$ cat config.mk
export PLATFORM = sky130hd
export DESIGN_NAME = spi_tx_shifter
export DESIGN_NICKNAME = d
export VERILOG_FILES = /design/src/rtl/spi_pkg.sv /design/src/rtl/spi_tx_shifter.sv
export SDC_FILE = /design/constraint.sdc
export NUM_CORES = 1
export LEC_CHECK = 0
export BUFFER_PORTS_ARGS = -buffer_cell sky130_fd_sc_hd__buf_2
export CAP_MARGIN = 20
export CELL_PAD_IN_SITES_DETAIL_PLACEMENT = 0
export CELL_PAD_IN_SITES_GLOBAL_PLACEMENT = 1
export CORE_MARGIN = 5
export CORE_UTILIZATION = 38
export CTS_CLUSTER_SIZE = 20
export DETAILED_ROUTE_END_ITERATION = 6
export PLACE_DENSITY_LB_ADDON = 0.1
export SKIP_LAST_GASP = 1
export SYNTH_ARGS = -nofsm -noshare
export SYNTH_HDL_FRONTEND = slang
export SYNTH_SLANG_ARGS = --single-unit
$ cat constraint.sdc
create_clock -name clk -period 1.7 [get_ports clk]
set_input_delay 0.085 -clock clk [delete_from_list [all_inputs] [get_ports clk]]
set_output_delay 0.085 -clock clk [all_outputs]
set_load 0.1 [all_outputs]
$ cat src/rtl/spi_pkg.sv
// Purpose : shared SPI transmit types and default constants.
// Latency : n/a (types and constants only).
// Backpressure: n/a.
// Contents: spi_state_t (IDLE, SHIFT), SPI_W_DEF, SPI_IDLE_LEVEL_DEF.
package spi_pkg;

    typedef enum logic {
        IDLE  = 1'b0,
        SHIFT = 1'b1
    } spi_state_t;

    localparam int   SPI_W_DEF          = 8;
    localparam logic SPI_IDLE_LEVEL_DEF = 1'b0;

endpackage

$ cat src/rtl/spi_tx_shifter.sv
// Purpose : parallel-to-serial SPI transmit shifter, one bit per shift_en strobe.
// Latency : first bit on SO one clk after the tx_valid/tx_ready transfer.
// Backpressure: tx_ready low while a word is shifting (or, with SPI_TX_DBUF_EN,
//               while the one-entry holding register is occupied).
//
// Ports:
//   clk, rst       clock, synchronous active-high reset (dominates everything)
//   shift_en       one-cycle strobe per SCK shifting edge
//   abort          frame abort; returns to IDLE next cycle, drops any words
//   tx_valid/tx_ready/tx_data   producer handshake, W-bit word
//   SO             registered serial output, IDLE_LEVEL when not shifting
//   busy           high while in SHIFT
//   frame_done     one-cycle pulse when the last word of a frame completes
//   underrun       one-cycle pulse when shift_en arrives in IDLE
//
// Optional feature: define SPI_TX_DBUF_EN to add a one-entry holding register
// so words can be queued while shifting and sent back-to-back.
module spi_tx_shifter
    import spi_pkg::*;
#(
    parameter int   W          = SPI_W_DEF,
    parameter int   LSB_FIRST  = 0,
    parameter logic IDLE_LEVEL = SPI_IDLE_LEVEL_DEF
) (
    input  logic         clk,
    input  logic         rst,
    input  logic         shift_en,
    input  logic         abort,
    input  logic         tx_valid,
    input  logic [W-1:0] tx_data,
    output logic         tx_ready,
    output logic         SO,
    output logic         busy,
    output logic         frame_done,
    output logic         underrun
);

    localparam int             CW        = (W > 1) ? $clog2(W) : 1;
    localparam logic [CW-1:0]  LAST_BIT  = CW'(W - 1);
    localparam logic [W-1:0]   IDLE_FILL = {W{IDLE_LEVEL}};

    spi_state_t     state, state_d;
    logic [W-1:0]   sreg, sreg_d;
    logic [CW-1:0]  cnt, cnt_d;
    logic           so_q, so_d;
    logic           fd_q, fd_d;
    logic           ur_q, ur_d;
    logic           xfer;
    logic           last_edge;
    logic [W-1:0]   sreg_sh;

`ifdef SPI_TX_DBUF_EN
    logic           pend, pend_d;
    logic [W-1:0]   hold, hold_d;
`endif

    // Bit that goes on the wire first for a freshly loaded word.
    function automatic logic first_bit(input logic [W-1:0] d);
        return (LSB_FIRST != 0) ? d[0] : d[W-1];
    endfunction

    // Shift register advances one bit; the vacated end fills with IDLE_LEVEL.
    function automatic logic [W-1:0] shift_once(input logic [W-1:0] d);
        return (LSB_FIRST != 0) ? {IDLE_LEVEL, d[W-1:1]} : {d[W-2:0], IDLE_LEVEL};
    endfunction

`ifdef SPI_TX_DBUF_EN
    assign tx_ready = !pend;
`else
    assign tx_ready = (state == IDLE) && !rst;
`endif

    assign xfer      = tx_valid && tx_ready;
    assign last_edge = shift_en && (cnt == LAST_BIT);
    assign sreg_sh   = shift_once(sreg);

    assign SO         = so_q;
    assign busy       = (state == SHIFT);
    assign frame_done = fd_q;
    assign underrun   = ur_q;

    always_comb begin
        state_d = state;
        sreg_d  = sreg;
        cnt_d   = cnt;
        so_d    = so_q;
        fd_d    = 1'b0;
        ur_d    = 1'b0;
`ifdef SPI_TX_DBUF_EN
        pend_d  = pend;
        hold_d  = hold;
`endif
        if (abort) begin
            // Abort beats both shift_en and any transfer in the same cycle.
            state_d = IDLE;
            sreg_d  = IDLE_FILL;
            cnt_d   = '0;
            so_d    = IDLE_LEVEL;
`ifdef SPI_TX_DBUF_EN
            pend_d  = 1'b0;
`endif
        end else begin
            case (state)
                IDLE: begin
                    ur_d = shift_en;
                    if (xfer) begin
                        state_d = SHIFT;
                        sreg_d  = tx_data;
                        so_d    = first_bit(tx_data);
                        cnt_d   = '0;
                    end
                end
                SHIFT: begin
                    if (last_edge) begin
`ifdef SPI_TX_DBUF_EN
                        if (pend) begin
                            // Queued word follows with no idle bit in between.
                            sreg_d = hold;
                            so_d   = first_bit(hold);
                            cnt_d  = '0;
                            pend_d = 1'b0;
                        end else if (xfer) begin
                            // Word arriving exactly at the last edge bypasses the holding register.
                            sreg_d = tx_data;
                            so_d   = first_bit(tx_data);
                            cnt_d  = '0;
                        end else begin
                            state_d = IDLE;
                            sreg_d  = IDLE_FILL;
                            so_d    = IDLE_LEVEL;
                            cnt_d   = '0;
                            fd_d    = 1'b1;
                        end
`else
                        state_d = IDLE;
                        sreg_d  = IDLE_FILL;
                        so_d    = IDLE_LEVEL;
                        cnt_d   = '0;
                        fd_d    = 1'b1;
`endif
                    end else if (shift_en) begin
                        sreg_d = sreg_sh;
                        so_d   = first_bit(sreg_sh);
                        cnt_d  = cnt + CW'(1);
                    end
`ifdef SPI_TX_DBUF_EN
                    if (xfer && !last_edge) begin
                        pend_d = 1'b1;
                        hold_d = tx_data;
                    end
`endif
                end
                default: state_d = IDLE;
            endcase
        end
    end

    always_ff @(posedge clk) begin
        if (rst) begin
            state <= IDLE;
            sreg  <= IDLE_FILL;
            cnt   <= '0;
            so_q  <= IDLE_LEVEL;
            fd_q  <= 1'b0;
            ur_q  <= 1'b0;
`ifdef SPI_TX_DBUF_EN
            pend  <= 1'b0;
            hold  <= '0;
`endif
        end else begin
            state <= state_d;
            sreg  <= sreg_d;
            cnt   <= cnt_d;
            so_q  <= so_d;
            fd_q  <= fd_d;
            ur_q  <= ur_d;
`ifdef SPI_TX_DBUF_EN
            pend  <= pend_d;
            hold  <= hold_d;
`endif
        end
    end

endmodule

==> impl_metrics.json <==
{
  "result_of_the_run": "complete, no violations",
  "worstRegToRegCells": 3,
  "r2r_setup_slack_ps": 360,
  "port-buffer-count": 17,
  "pin_count": 18,
  "grt_start_max_net_pins": 26,
  "die_w_um": 51.5,
  "dpl.hpwl_um": 1010,
  "end_kind": "output port",
  "critical-path-top-delay-family": "flip-flops",
  "final-max-slew-violation-count": 0,
  "drt_pass1_iterations": 4,
  "arrival_ps": 1400,
  "criticalPathCategory": "reg2out",
  "drtIter0Drc": 21,
  "clk_slew_on_worst_s_h_paths_ps": 100,
  "grt_pass1_wl_um": 2430,
  "reg2reg_to": "sreg[3]$_SDFFE_PP0P_",
  "viasPerCell": 5.39,
  "highest_clock_rate_mhz": 673,
  "syn_inst": 73,
  "fp_rows": 15,
  "whs_endpoint": "sreg[0]$_SDFFE_PP0P_",
  "clock_sink_total": 14,
  "required_ps": 1620,
  "number_of_inserted_diodes": 0,
  "synth-seq-cells": 14,
  "insertion_delay_ps": 280,
  "cts_resized": 0,
  "synth_top_cell_area_share": 0.429,
  "critPathLaunchType": "flip-flop",
  "via_count_of_the_first_global_routing_pass": 550,
  "worst-slew-pin-transition_ps": 547,
  "cts_tree": "built",
  "synth_top_cell_by_area": "sky130_fd_sc_hd__dfxtp_1",
  "clock-skew-final_ps": 8.85,
  "design.final.nets": 108,
  "min_path_cells": 3,
  "syn-cell-area_sq_um": 653,
  "synth_cell_types": 21,
  "power_per_cell_area_mw_per_mm2": 886,
  "post-route-drc-count": 0,
  "synth.net_count": 88,
  "start_util": 0.391,
  "drt-wirelength-per-cell_um": 12.7,
  "setup-violations-final": 0,
  "crit_path_max_fanout": 25,
  "max-slew-margin-rel": 0.634,
  "ctsRootBufferMaster": "sky130_fd_sc_hd__clkbuf_4",
  "timing.critical_path.slowest_cell_delay_ps": 610,
  "ctsHoldBuffers": 0,
  "max_stage_delay_cell_worst_path": "sky130_fd_sc_hd__dfxtp_2",
  "worst_min_delay_path_startpoint": "tx_data[0]",
  "holdWs_ps": 27.4,
  "core_area_sq_mm": 0.00167,
  "cts_setup_buffers": 0,
  "antenna_left": 0,
  "period_needed_ps": 1490,
  "cts_max_level": 1,
  "tritoncts.num_buffers": 3,
  "timing.final.hold_violations": 0,
  "globalRouteOverflowTotal": 0,
  "timing.max_cap.violations": 0,
  "max-vdd-ir-drop_mv": 0.410,
  "routed_wl_um": 1390,
  "timing.hold.worst.class": "in2reg",
  "synth.yosys.warnings": 0,
  "total_leakage_power_nw": 0.356,
  "proportion_of_layout_cells_with_a_drive_suffix_above_1": 0.304,
  "routabilityCongestion": 0.781,
  "cts-root-to-sink-buffers": 2,
  "gr-usage-all-layers": 0.121,
  "postSynthAreaPerCell_sq_um": 8.95,
  "cp.buffers_inverters": 1,
  "worst_r2r_startpoint": "busy$_SDFF_PP0_",
  "post-place-cells": 105,
  "instances_no_fill": 109,
  "rsz0062_at_grt": "no",
  "final.fill_count": 170,
  "initial_antenna_violation_count": 0,
  "synth_sequential_area_ratio": 0.429,
  "worstPathCellList": "buf_2",
  "min_period_over_period": 0.874,
  "area_delta_synth_final_pct": 21.3,
  "die-area_sq_mm": 0.00265,
  "finalSetupTns_ps": 0,
  "vias": 588,
  "die_h_um": 51.5,
  "synth_top_cells_by_area": "sky130_fd_sc_hd__dfxtp_1 43%, sky130_fd_sc_hd__a21oi_1 8.4%, sky130_fd_sc_hd__o31ai_1 8.0%"
}
==> logic make-up after synthesis <==
family,after synthesis,synth area share
adder cells (fa/ha/maj),2,0.0383
AO/OA/AOI/OAI,27,0.249
buffers and inverters,3,0.0306
flip-flops,14,0.429
AND/OR/NAND/NOR,27,0.253
==> cell usage after synthesis, drive strengths merged <==
library cell	number
a21oi	11
a31oi	8
and2	2
and3	1
buf	3
dfxtp	14
ha	2
nand2	5
nand3	3
nand3b	1
nor2	3
nor2b	7
nor3b	2
nor4bb	1
o21ai	1
o31ai	7
or2	1
or3b	1
==> power by group <==
| part | switching (mW) | internal [mW] | total (mW) |
|---|---|---|---|
| registers | 0.0120 | 0.338 | 0.350 |
| logic | 0.0696 | 0.0372 | 0.107 |
| clock network | 0.115 | 0.130 | 0.245 |
==> layout by cell type (no fill, tap or decap), types with 2 or more instances in the layout <==
cell / synthesis / layout
sky130_fd_sc_hd__ha_1: 2 / 2
sky130_fd_sc_hd__a21oi_1: 11 / 11
sky130_fd_sc_hd__buf_2: 1 / 17
sky130_fd_sc_hd__dfxtp_1: 14 / 13
sky130_fd_sc_hd__nand2_1: 4 / 4
sky130_fd_sc_hd__and2_1: 2 / 2
sky130_fd_sc_hd__a31oi_1: 8 / 8
sky130_fd_sc_hd__o31ai_1: 7 / 7
sky130_fd_sc_hd__nor2_1: 3 / 2
sky130_fd_sc_hd__nand3_1: 3 / 3
sky130_fd_sc_hd__clkbuf_4: 0 / 3
sky130_fd_sc_hd__nor2b_1: 7 / 7
==> stage by stage <==
step                cell area, sq um  setup WS [ps]  power, mW  utilization
detailed placement               756            359      0.464        0.452
finish                           792            214      0.701        0.474
CTS                              792            195      0.706        0.474
global placement                 756            364      0.465        0.452
global route                     792            141      0.736        0.474
floorplan                        662            214      0.435            -
==> layer usage <==
metal	vias to the layer above	global-route usage	part of all wire
met4	0	0.0524	0.0087
met3	2	0.0292	0.059
met1	261	0.168	0.50
met2	17	0.174	0.43
li1	308	-	-
met5	-	0	0
==> registers in the layout (all words and copies together), names as in the netlist <==
name / cells
cnt: 3
busy: 1
SO: 1
underrun: 1
sreg: 7
frame_done: 1
==> how the worst max path moves through the flow <==
stage	from	end	slack, ps	depth (start not counted)
after CTS	busy$_SDFF_PP0_	busy	190	1
after global routing	busy$_SDFF_PP0_	busy	140	1
after detailed placement	busy$_SDFF_PP0_	sreg[3]$_SDFFE_PP0P_	360	3
after global placement	cnt[0]$_SDFFE_PP0P_	sreg[6]$_SDFFE_PP0P_	360	5
final	busy$_SDFF_PP0_	busy	210	1
after floorplan	busy$_SDFF_PP0_	tx_ready	210	3
==> final cells by class <==
class	count	area [sq um]	share of cell area
repair buffers	18	92.6	0.117
clock buffers	4	36.3	0.0458
multi-input cells	56	360	0.455
well taps	17	21.3	0.0269
flip-flops and latches	14	282	0.355
==> worst register-to-register path, stage by stage, from the launching register on <==
cell and delay, ps:
sky130_fd_sc_hd__dfxtp_2 610, sky130_fd_sc_hd__and2_1 400, sky130_fd_sc_hd__o31ai_1 120, sky130_fd_sc_hd__a21oi_1 140
No activity file was read; power rests on OpenSTA's default activity.
